File: src/rtl/ps2_dir_sequencer.sv
// ps2_dir_sequencer
// Decodes PS/2 set-2 make/break sequences (with E0/F0 prefixes) for the four
// arrow keys, tracks which are held, keeps the most recently pressed held key
// as the current direction, and offers move commands through a single-entry
// valid/ready slot with timed auto-repeat.
module ps2_dir_sequencer #(
  parameter logic [7:0] UP_CODE        = 8'h75,
  parameter logic [7:0] DOWN_CODE      = 8'h72,
  parameter logic [7:0] LEFT_CODE      = 8'h6B,
  parameter logic [7:0] RIGHT_CODE     = 8'h74,
  parameter int unsigned REPEAT_CYCLES  = 12500000,
  parameter int unsigned PREFIX_TIMEOUT = 250000
) (
  input  logic       CLOCK_50,
  input  logic       reset,
  input  logic [7:0] rx_data,
  input  logic       rx_data_en,
  output logic [2:0] dir_out,
  output logic [3:0] held_keys,
  output logic       move_valid,
  output logic [2:0] move_dir,
  input  logic       move_ready
);

  // Decode FSM states
  localparam logic [1:0] ST_IDLE    = 2'd0;
  localparam logic [1:0] ST_EXT     = 2'd1;
  localparam logic [1:0] ST_BRK     = 2'd2;
  localparam logic [1:0] ST_EXT_BRK = 2'd3;

  localparam logic [7:0] EXT_BYTE = 8'hE0;
  localparam logic [7:0] BRK_BYTE = 8'hF0;

  // Direction encoding shared by dir_out and move_dir
  localparam logic [2:0] DIR_NONE  = 3'd0;
  localparam logic [2:0] DIR_UP    = 3'd1;
  localparam logic [2:0] DIR_DOWN  = 3'd2;
  localparam logic [2:0] DIR_LEFT  = 3'd3;
  localparam logic [2:0] DIR_RIGHT = 3'd4;

  localparam int PW = (PREFIX_TIMEOUT > 1) ? $clog2(PREFIX_TIMEOUT) : 1;
  localparam int RW = (REPEAT_CYCLES > 1) ? $clog2(REPEAT_CYCLES) : 1;
  localparam logic [PW-1:0] PRE_LAST = PW'(PREFIX_TIMEOUT - 1);
  localparam logic [RW-1:0] REP_LAST = RW'(REPEAT_CYCLES - 1);

  logic [1:0]    state_r;
  logic [1:0]    state_nxt_s;
  logic [PW-1:0] pre_cnt_r;
  logic [RW-1:0] rep_cnt_r;
  logic [3:0]    held_r;
  logic [3:0]    held_nxt_s;
  logic [2:0]    dir_r;
  logic [2:0]    dir_nxt_s;
  logic          mv_valid_r;
  logic [2:0]    mv_dir_r;
  logic          make_s;
  logic          brk_s;
  logic [2:0]    key_dir_s;
  logic [3:0]    key_bit_s;
  logic          press_s;
  logic          rep_tick_s;
  logic          slot_free_s;

  // Map a scancode to a direction; anything else is DIR_NONE.
  function automatic logic [2:0] code_to_dir(input logic [7:0] code);
    logic [2:0] d;
    if (code == UP_CODE)         d = DIR_UP;
    else if (code == DOWN_CODE)  d = DIR_DOWN;
    else if (code == LEFT_CODE)  d = DIR_LEFT;
    else if (code == RIGHT_CODE) d = DIR_RIGHT;
    else                         d = DIR_NONE;
    return d;
  endfunction

  // One-hot held-mask bit for a direction: {right, left, down, up}.
  function automatic logic [3:0] dir_to_mask(input logic [2:0] d);
    logic [3:0] m;
    case (d)
      DIR_UP:    m = 4'b0001;
      DIR_DOWN:  m = 4'b0010;
      DIR_LEFT:  m = 4'b0100;
      DIR_RIGHT: m = 4'b1000;
      default:   m = 4'b0000;
    endcase
    return m;
  endfunction

  // Highest-priority held key: up > down > left > right.
  function automatic logic [2:0] pick_dir(input logic [3:0] m);
    logic [2:0] d;
    if (m[0])      d = DIR_UP;
    else if (m[1]) d = DIR_DOWN;
    else if (m[2]) d = DIR_LEFT;
    else if (m[3]) d = DIR_RIGHT;
    else           d = DIR_NONE;
    return d;
  endfunction

  assign key_dir_s = code_to_dir(rx_data);
  assign key_bit_s = dir_to_mask(key_dir_s);

  // Decode FSM next state and make/break event detection; a stale prefix drops back to IDLE.
  always_comb begin
    state_nxt_s = state_r;
    make_s      = 1'b0;
    brk_s       = 1'b0;
    if (rx_data_en) begin
      case (state_r)
        ST_IDLE: begin
          if (rx_data == EXT_BYTE) begin
            state_nxt_s = ST_EXT;
          end else if (rx_data == BRK_BYTE) begin
            state_nxt_s = ST_BRK;
          end else begin
            make_s      = 1'b1;
            state_nxt_s = ST_IDLE;
          end
        end
        ST_EXT: begin
          if (rx_data == BRK_BYTE) begin
            state_nxt_s = ST_EXT_BRK;
          end else if (rx_data == EXT_BYTE) begin
            state_nxt_s = ST_EXT;
          end else begin
            make_s      = 1'b1;
            state_nxt_s = ST_IDLE;
          end
        end
        ST_BRK, ST_EXT_BRK: begin
          brk_s       = 1'b1;
          state_nxt_s = ST_IDLE;
        end
        default: begin
          state_nxt_s = ST_IDLE;
        end
      endcase
    end else if ((state_r != ST_IDLE) && (pre_cnt_r == PRE_LAST)) begin
      state_nxt_s = ST_IDLE;
    end else begin
      state_nxt_s = state_r;
    end
  end

  // Held-mask / direction update and PRESS request generation.
  always_comb begin
    held_nxt_s = held_r;
    dir_nxt_s  = dir_r;
    press_s    = 1'b0;
    if (make_s && (key_dir_s != DIR_NONE) && ((held_r & key_bit_s) == 4'b0000)) begin
      held_nxt_s = held_r | key_bit_s;
      dir_nxt_s  = key_dir_s;
      press_s    = 1'b1;
    end else if (brk_s && (key_dir_s != DIR_NONE) && ((held_r & key_bit_s) != 4'b0000)) begin
      held_nxt_s = held_r & ~key_bit_s;
      if (dir_r == key_dir_s) begin
        dir_nxt_s = pick_dir(held_r & ~key_bit_s);
      end else begin
        dir_nxt_s = dir_r;
      end
    end else begin
      held_nxt_s = held_r;
      dir_nxt_s  = dir_r;
    end
  end

  // A repeat fires only while the direction is steady and no press is competing.
  assign rep_tick_s  = (dir_r != DIR_NONE) && (dir_nxt_s == dir_r) && !press_s &&
                       (rep_cnt_r == REP_LAST);
  assign slot_free_s = !mv_valid_r || move_ready;

  // Decode FSM state register.
  always_ff @(posedge CLOCK_50 or posedge reset) begin
    if (reset) begin
      state_r <= ST_IDLE;
    end else begin
      state_r <= state_nxt_s;
    end
  end

  // Prefix timeout counter: runs only while a prefix is outstanding.
  always_ff @(posedge CLOCK_50 or posedge reset) begin
    if (reset) begin
      pre_cnt_r <= '0;
    end else if (rx_data_en || (state_r == ST_IDLE) || (pre_cnt_r == PRE_LAST)) begin
      pre_cnt_r <= '0;
    end else begin
      pre_cnt_r <= pre_cnt_r + PW'(1);
    end
  end

  // Held keys and current direction registers.
  always_ff @(posedge CLOCK_50 or posedge reset) begin
    if (reset) begin
      held_r <= 4'b0000;
      dir_r  <= DIR_NONE;
    end else begin
      held_r <= held_nxt_s;
      dir_r  <= dir_nxt_s;
    end
  end

  // Auto-repeat counter: restarts on any direction change or new press, wraps on each tick.
  always_ff @(posedge CLOCK_50 or posedge reset) begin
    if (reset) begin
      rep_cnt_r <= '0;
    end else if (press_s || (dir_nxt_s != dir_r) || (dir_nxt_s == DIR_NONE)) begin
      rep_cnt_r <= '0;
    end else if (rep_cnt_r == REP_LAST) begin
      rep_cnt_r <= '0;
    end else begin
      rep_cnt_r <= rep_cnt_r + RW'(1);
    end
  end

  // Single-entry command slot: presses always land (overwriting), repeats only into a free slot.
  always_ff @(posedge CLOCK_50 or posedge reset) begin
    if (reset) begin
      mv_valid_r <= 1'b0;
      mv_dir_r   <= DIR_NONE;
    end else if (press_s) begin
      mv_valid_r <= 1'b1;
      mv_dir_r   <= dir_nxt_s;
    end else if (rep_tick_s && slot_free_s) begin
      mv_valid_r <= 1'b1;
      mv_dir_r   <= dir_r;
    end else if (mv_valid_r && move_ready) begin
      mv_valid_r <= 1'b0;
      mv_dir_r   <= mv_dir_r;
    end else begin
      mv_valid_r <= mv_valid_r;
      mv_dir_r   <= mv_dir_r;
    end
  end

  assign dir_out    = dir_r;
  assign held_keys  = held_r;
  assign move_valid = mv_valid_r;
  assign move_dir   = mv_dir_r;

endmodule

File: config.mk
export PLATFORM = sky130hd
export DESIGN_NAME = ps2_dir_sequencer
export DESIGN_NICKNAME = d
export VERILOG_FILES = /design/src/rtl/ps2_dir_sequencer.sv
export SDC_FILE = /design/constraint.sdc
export NUM_CORES = 1
export LEC_CHECK = 0
export CORE_MARGIN = 2
export CORE_UTILIZATION = 24
export CTS_BUF_LIST = sky130_fd_sc_hd__clkbuf_2
export CTS_CLUSTER_DIAMETER = 200
export CTS_CLUSTER_SIZE = 24
export DETAILED_ROUTE_END_ITERATION = 10
export GPL_ROUTABILITY_DRIVEN = 0
export HOLD_SLACK_MARGIN = 0.03
export PLACE_DENSITY = 0.49
export SLEW_MARGIN = 20
export SYNTH_ARGS = -nofsm -noshare
export SYNTH_HDL_FRONTEND = slang
export SYNTH_SLANG_ARGS = --single-unit
export TNS_END_PERCENT = 100
File: constraint.sdc
create_clock -name CLOCK_50 -period 2.7 [get_ports CLOCK_50]
set_clock_uncertainty 0.2 [all_clocks]
set_input_delay 0.54 -clock CLOCK_50 [delete_from_list [all_inputs] [get_ports CLOCK_50]]
set_output_delay 0.54 -clock CLOCK_50 [all_outputs]
set_load 0.01 [all_outputs]
Yosys cells after proc, flatten, opt, wreduce, memory -nomap -nowiden
Cells that the tools add are included.

Add/subtract/negate cells: 2. Equal/unequal tests: 18. Mux-type cells: 38. Bitwise operators: 4. Reduce and logical (&&, ||, !) cells: 29.

Operators with widths (count): 24-bit two-way mux (2); 3-bit two-way mux (13); 8-bit by 7-bit equality test with 1-bit output, second input constant (4); 24-bit by 1-bit adder with 24-bit output, second input constant (1); 24-bit equality test, second input constant (1); 18-bit by 1-bit adder with 18-bit output, second input constant (1); 18-bit equality test, second input constant (1); 18-bit two-way mux (1); 8-bit equality test, second input constant (2); 4-bit case mux with 4 select lines (1); 1-bit two-way mux (12); 1-bit logical AND (10); 2-bit two-way mux (5); 3-bit nonzero test (3); 4-bit AND (2); 4-bit two-way mux (2); 2-bit nonzero test (4); 3-bit by 2-bit equality test with 1-bit output, second input constant (2); 3-bit equality test (2); 2-bit case mux with 3 select lines (1); 1-bit logical OR (5); 2-bit equality test, second input constant (2); 4-bit zero test (1); 4-bit NOT (1); other kinds (11) (12).

Register bits after elaboration: 55. Logic and storage cells: 98.

Longest topological paths before layout
Gate-level depths: netlist of the first run.

Depth in word-level cells: 23. Depth in mapped cells: 11.

Worst setup path before layout of the first run
OpenSTA, ideal clock, no wires.

Path type: input to register. Start point: input port rx_data[0]. End point: register mv_valid_r, in the netlist move_valid. Library setup time: 0.124 ns. Arrival: 2.334 ns. Data required time: 2.376 ns. Setup slack: 0.042 ns. Stages on the path: 10. Path buffers: 2. Path through: clkbuf_2 -> and4bb_2 -> o211ai_1 -> o21a_1 -> or3b_1 -> buf_2 -> nor3_2 -> nor2_1 -> o2111a_1 -> or2_1.

Cells in the longest elaborated chain, start to end: 23.

RTL lines: from (decl) (RTL line 16) `input logic [7:0] rx_data,`; 8-bit by 7-bit equality test with 1-bit output (RTL line 70) `else if (code == RIGHT_CODE) d = DIR_RIGHT;`; 3-bit two-way mux (RTL line 70); 3-bit two-way mux (RTL line 69) `else if (code == LEFT_CODE) d = DIR_LEFT;`; 3-bit two-way mux (RTL line 68) `else if (code == DOWN_CODE) d = DIR_DOWN;`; 3-bit two-way mux (RTL line 67) `if (code == UP_CODE) d = DIR_UP;`; 3-bit equality test (tied with other cells) (RTL line 78) `case (d)`; 4-bit case mux with 4 select lines (RTL line 78); 4-bit NOT (RTL line 156) `dir_nxt_s = pick_dir(held_r & ~key_bit_s);`; [5 not listed]; 3-bit two-way mux (RTL line 155) `if (dir_r == key_dir_s) begin`; 3-bit two-way mux (RTL line 153) `end else if (brk_s && (key_dir_s != DIR_NONE) && ((held_r & key_bit_s) != 4'b0000)) begin`; 3-bit two-way mux (RTL line 149) `if (make_s && (key_dir_s != DIR_NONE) && ((held_r & key_bit_s) == 4'b0000)) begin`; 3-bit equality test (RTL line 167) `assign rep_tick_s = (dir_r != DIR_NONE) && (dir_nxt_s == dir_r) && !press_s &&`; 1-bit logical AND (3 in a row) (RTL line 167); 1-bit logical AND (RTL line 223) `end else if (rep_tick_s && slot_free_s) begin`; 1-bit two-way mux (RTL line 223); 1-bit two-way mux (RTL line 220) `end else if (press_s) begin`; to (signal assigned) (RTL line 230) `mv_valid_r <= mv_valid_r;`; to (decl) (RTL line 54) `logic mv_valid_r;`.

Several ways; a longest one is shown, not always the timed one. A chain may end at the register's enable or synchronous reset.

Final worst setup path of the first run
Start point: input port rx_data[2]. End point: register mv_valid_r, in the netlist move_valid.

Same word-level chain as after synthesis.

==> flow_metrics.tcl, run 1 <==
set metrics [dict create \
    synth-simple-area-share_pct 28.9 \
    die_height_um 116 \
    cp_slowest_cell "clkdlybuf4s50_1" \
    hold_path.class "in -> async" \
    cts_tree "yes" \
    cp_max_fo 5 \
    synth_nets 337 \
    synth_cell_types 58 \
    drv_slew 0 \
    synth.most_common_cell "nor2_1" \
    ctsHoldBuffers 0 \
    finalWirelength_um 6770 \
    power_density_mw_per_mm2 346 \
    num_rows 40 \
    reg2reg_depth 8 \
    fin_nets 388 \
    dpl.hpwl_um 4860 \
    die_area_sq_mm 0.0133 \
    cts-htree-levels 2 \
    synthTopCellsByArea "dfrtp_1, xor2_1, nor2_1" \
    gr-total-overflow 0 \
    cts-resized-gates 0 \
    rsz0062_at_grt "false" \
    finish.utilization_pct 30.6 \
    synth_xor_area_share_pct 12.0 \
    grt_pass1_vias 2506 \
    syn_inst 323 \
    synthAdderAreaFrac_pct 0.839 \
    endpoint_kind "flop" \
    io_pins 23 \
    die_x_um 116 \
    worst_pin_slew_ns 0.567 \
    via_per_inst 4.51 \
    yosysWarnings 0 \
    cp.depth 9 \
    p_leak_nw 1.52 \
    antenna_found_initial 1 \
    ys_seq_area_share_pct 46.1 \
    synthArstFlopShare_pct 100 \
    path_clk_slew_ns 0.32 \
    grt_max_degree 33 \
    slowest_delay_ns 0.48 \
    initial_core_util_pct 24.7 \
    peakVddDrop_uv 173 \
    post_synth_mux_area_share_pct 0.335 \
    area_delta_synth_final_pct 23.8 \
    cts_buffer_depth 2 \
    worst_ep_arrival_time_ns 2.83 \
    numCtsBuffers 5 \
    numClockSinks 55 \
    drt_iter0_drc 204 \
    drive_gt1_share_pct 13.6 \
    slew_headroom_pct 62.2 \
    fin_crit_ns 2.62 \
    core-area_sq_mm 0.0121 \
    setup_slack_ns 0.0780 \
    synth_edf_count 0 \
    period_share_pct 97.1 \
    synth_top_family_by_area "simple AND/OR/NAND/NOR gates" \
    fin_tns_setup_ns 0 \
    synth_flop_cell "dfrtp_1" \
    netlist_top_cells_count "nor2_1, dfrtp_1, nand2_1, xor2_1, nand3_1" \
    dp_slack_ns -0.522 \
    avgSynthCellArea_sq_um 9.24 \
    cap_violations 0 \
    fmax_mhz 381 \
    grt_pass1_wl_um 11900 \
    crit_family "simple AND/OR/NAND/NOR gates" \
    grt.total_usage_pct 10.9 \
    ant_nets 0 \
    io_buffer_count 22 \
    crit_start "rx_data[2]" \
    postCtsSetupBuffers 0 \
    drc 0 \
    cp_num_buf_inv 1 \
    ys_ff_latch 55 \
    hold_violations 0 \
    syn_area_sq_mm 0.00298 \
    dr.pass1.iters 4 \
    status "finished clean" \
    clk_latency_ns 0.49 \
    synth_top_area_share_pct 46.1 \
    clockRootBuffer "clkbuf_2" \
    synth-compound-area-share_pct 9.52 \
    path_cells "clkdlybuf4s50_1 -> and4b_1 -> o211ai_1 -> o21a_1 -> or3b_4 -> nor3_2 -> nor2_1 -> o2111a_1 -> or2_1" \
    crit_path_start_kind "primary input" \
    synth_top_area_cell "dfrtp_1" \
    required_ns 2.91 \
    path_class "in -> reg" \
    vias 2455 \
    wl_per_cell_um 12.4 \
    setup_violations 0 \
]
==> kinds of logic after synthesis <==
logic type | count (synthesis)
adder cells (fa/ha/maj) | 2
AO/OA/AOI/OAI | 42
flip-flops | 55
XOR/XNOR | 41
multiplexers | 1
AND/OR/NAND/NOR | 167
buffers and inverters | 15
==> final timing paths <==
| path | end | slack [ns] |
|---|---|---|
| min in group CLOCK_50 | pre_cnt_r[0] | 0.28 |
| max reg2reg | move_valid | 0.29 |
| min | asynchronous set/reset pin | 0.19 |
| max | move_valid | 0.08 |
| max in group asynchronous | pre_cnt_r[0] | 1.53 |
| min reg2reg | pre_cnt_r[0] | 0.28 |
==> metrics by stage <==
stage | hold WS, ns | std cells | instance area (sq um) | power (mW)
3_3_place_gp | 0.244 | 535 | 3610 | 0.915
3_5_place_dp | 0.249 | 535 | 3610 | 0.915
6_report | 0.186 | 544 | 3690 | 1.28
2_1_floorplan | 0.225 | 323 | 2980 | 0.870
4_1_cts | 0.187 | 543 | 3660 | 1.30
5_1_grt | 0.188 | 544 | 3690 | 1.34
==> cell usage in the layout, fill, tap and decap left out, types with 13 or more instances in the layout <==
master	instances
xnor2_1	15
clkdlybuf4s50_1	18
dfrtp_1	55
nand2_1	29
xor2_1	26
o21ai_0	13
nand3_1	21
nor2_1	58
buf_4	28
==> cell type report <==
cell class / count / area [sq um]
clock buffer: 5 / 25.0
timing repair buffer: 51 / 460
tap: 168 / 210
fill: 1283 / 8370
clock inverter: 3 / 27.5
inverter: 8 / 30.0
multi-input combinational: 253 / 1560
sequential: 55 / 1380
antenna: 1 / 2.50
==> sequential cells by signal (all words and copies together) (netlist names), named ones only <==
signal and cells:
dir_out 3, move_valid 1, pre_cnt_r 18, state_r 2, move_dir 3, rep_cnt_r 24
==> worst reg2reg max path, stage by stage (launching register included) <==
cell,delay (ns)
dfrtp_1,0.49
and4b_1,0.23
o211ai_1,0.11
o21a_1,0.13
or3b_4,0.44
nor3_2,0.18
nor2_1,0.08
o2111a_1,0.28
or2_1,0.24
==> power breakdown <==
part | total (mW) | switching (mW) | internal, mW
clock network | 0.374 | 0.299 | 0.0745
registers | 0.829 | 0.00124 | 0.828
logic | 0.0747 | 0.0402 | 0.0345
total | 1.28 | 0.341 | 0.937
==> per-layer routing <==
metal / routed length (um) / track usage [%]
met4: 93 / 3.69
met3: 199 / 1.88
met1: 3310 / 14.7
met2: 3170 / 17.8
met5: 0 / 0
(Power assumes the default switching activity.)
==> run 2: changes to the inputs <==
--- a/config.mk
+++ b/config.mk
@@ -14,7 +14,7 @@
 export GPL_ROUTABILITY_DRIVEN = 0
 export HOLD_SLACK_MARGIN = 0.03
 export PLACE_DENSITY = 0.49
-export SLEW_MARGIN = 20
+export SLEW_MARGIN = 15
 export SYNTH_ARGS = -nofsm -noshare
 export SYNTH_HDL_FRONTEND = slang
 export SYNTH_SLANG_ARGS = --single-unit
==> results of run 2 <==
Final layout, timing and power as in run 1 (identical DEF).
==> run 3: changes to the inputs <==
--- a/config.mk
+++ b/config.mk
@@ -12,6 +12,7 @@
 export CTS_CLUSTER_SIZE = 24
 export DETAILED_ROUTE_END_ITERATION = 10
 export GPL_ROUTABILITY_DRIVEN = 0
+export GPL_TIMING_DRIVEN = 0
 export HOLD_SLACK_MARGIN = 0.03
 export PLACE_DENSITY = 0.49
 export SLEW_MARGIN = 15
==> flow_metrics.tcl, run 3 (same netlist as run 1, synthesis figures left out) <==
set metrics [dict create \
    worst_pin_slew_ns 0.697 \
    fin_nets 368 \
    cp_slowest_cell "and4bb_1" \
    grt.total_usage_pct 10.4 \
    cp_max_fo 8 \
    status "finished clean" \
    crit_path_start_kind "primary input" \
    wl_per_cell_um 12.3 \
    mostFrequentLayoutCell "nor2_1" \
    die_x_um 116 \
    cts_buffer_depth 2 \
    io_pins 23 \
    final_cell_mix "nor2_1, dfrtp_1, nand2_1, xor2_1, nand3_1" \
    path_class "in -> reg" \
    num_rows 40 \
    cp_num_buf_inv 2 \
    grt_pass1_vias 2301 \
    r2r_setup_slack_ns 0.18 \
    clk_latency_ns 0.47 \
    cap_violations 0 \
    path_cells "dlygate4sd2_1 -> and4bb_1 -> nand2_2 -> o21ai_2 -> or3b_1 -> buf_2 -> nor2_2 -> o21ai_0 -> o2111a_1 -> or2_1" \
    vias 2352 \
    ctsHoldBuffers 0 \
    required_ns 2.91 \
    drt_iter0_drc 225 \
    period_share_pct 93.6 \
    core-area_sq_mm 0.0121 \
    ant_nets 0 \
    cts-htree-levels 2 \
    largest-register "rep_cnt_r" \
    slew_headroom_pct 53.5 \
    worst_ep_arrival_time_ns 2.74 \
    grt_pass1_wl_um 11000 \
    antenna_found_initial 1 \
    drc 0 \
    numClockSinks 55 \
    crit_family "simple AND/OR/NAND/NOR gates" \
    grt_max_degree 56 \
    fin_crit_ns 2.53 \
    slowest_delay_ns 0.35 \
    whs_ns 0.272 \
    top_regs "rep_cnt_r x24, pre_cnt_r x18" \
    hold_path.class "in -> reg" \
    die_area_sq_mm 0.0133 \
    hold_violations 0 \
    rsz0062_at_grt "false" \
    initial_core_util_pct 24.7 \
    die_height_um 116 \
    peakVddDrop_uv 132 \
    endpoint_kind "flop" \
    path_clk_slew_ns 0.27 \
    dr.pass1.iters 4 \
    numCtsBuffers 5 \
    setup_violations 0 \
    fmax_mhz 396 \
    p_leak_nw 1.41 \
    largest_reg_flops 24 \
    clockRootBuffer "clkbuf_2" \
    gr-total-overflow 0 \
    drv_slew 0 \
    cts_tree "yes" \
    via_per_inst 4.50 \
    dpl.hpwl_um 4540 \
    total_power_mw 1.30 \
    drive_gt1_share_pct 8.47 \
    area_delta_synth_final_pct 17.8 \
    finalWirelength_um 6440 \
    io_buffer_count 21 \
    power_density_mw_per_mm2 371 \
]
[run 3: cell count changes in the layout (fill, tap and decap cells not counted), moves of 3 or more]
cell             change
dlygate4sd2_1        +3
buf_4               -25
clkdlybuf4s50_1      -4
clkbuf_2             +3
[run 3: cell type report]
class	count	area, sq um
antenna	1	2.50
buffer	7	37.5
clock buffer	6	30.0
clock inverter	1	30.0
fill	1279	8550
inverter	8	32.5
multi-input combinational	253	1560
sequential	55	1380
tap	168	210
timing repair buffer	24	239
[run 3: worst reg2reg max path, stage by stage (launching register included)]
cell and delay, ns:
dfrtp_1 0.45, ha_1 0.22, inv_1 0.06, nor2_2 0.23
and3_1 0.27, nand2_1 0.14, or3_1 0.39, or2_2 0.30
xor2_1 0.14, nor2_1 0.09
[run 3: where the power goes]
group,leakage (nW),internal (mW),switching (mW)
Combinational,0.601,0.0223,0.0367
Clock,0.0391,0.155,0.261
Sequential,0.769,0.827,0.000944
[run 3: per-layer routing]
layer	share of wire, %	GRT usage [%]	wire length, um	up-vias
li1	-	-	-	1183
met1	48	13.2	3090	1125
met2	46	16.8	2950	38
met3	4.2	2.35	273	6
met4	1.9	4.42	121	0
met5	0	0	0	-
[run 3: stage by stage]
step / instance area (sq um) / setup TNS (ns) / setup slack [ns] / utilization (%) / std cells
CTS: 3500 / 0 / 0.00478 / 29.0 / 522
floorplan: 2980 / 0 / 0.0422 / - / 323
global placement: 3400 / -48.21 / -0.745 / 28.2 / 512
detailed placement: 3410 / -18.64 / -0.726 / 28.2 / 512
global route: 3510 / 0 / 0.000805 / 29.1 / 523
finish: 3510 / 0 / 0.172 / 29.1 / 523
[run 3: path summary, 6_finish.rpt]
path,start,end,cells after the start
min in group asynchronous,reset,pre_cnt_r[17],2
max,rx_data[7],move_valid,10
min,rx_data[0],flop,4
max reg2reg,rep_cnt_r[0],rep_cnt_r[20],9
max in group asynchronous,reset,asynchronous set/reset pin,2
min reg2reg,pre_cnt_r[0],pre_cnt_r[0],1
[run 3: timing repair]
item                                    4_1_cts  5_1_grt
gates resized for setup                       6        8
buffers inserted                              3        0
endpoints found under the setup margin       17       25
pin swaps                                     1        1
cloned                                        0        0
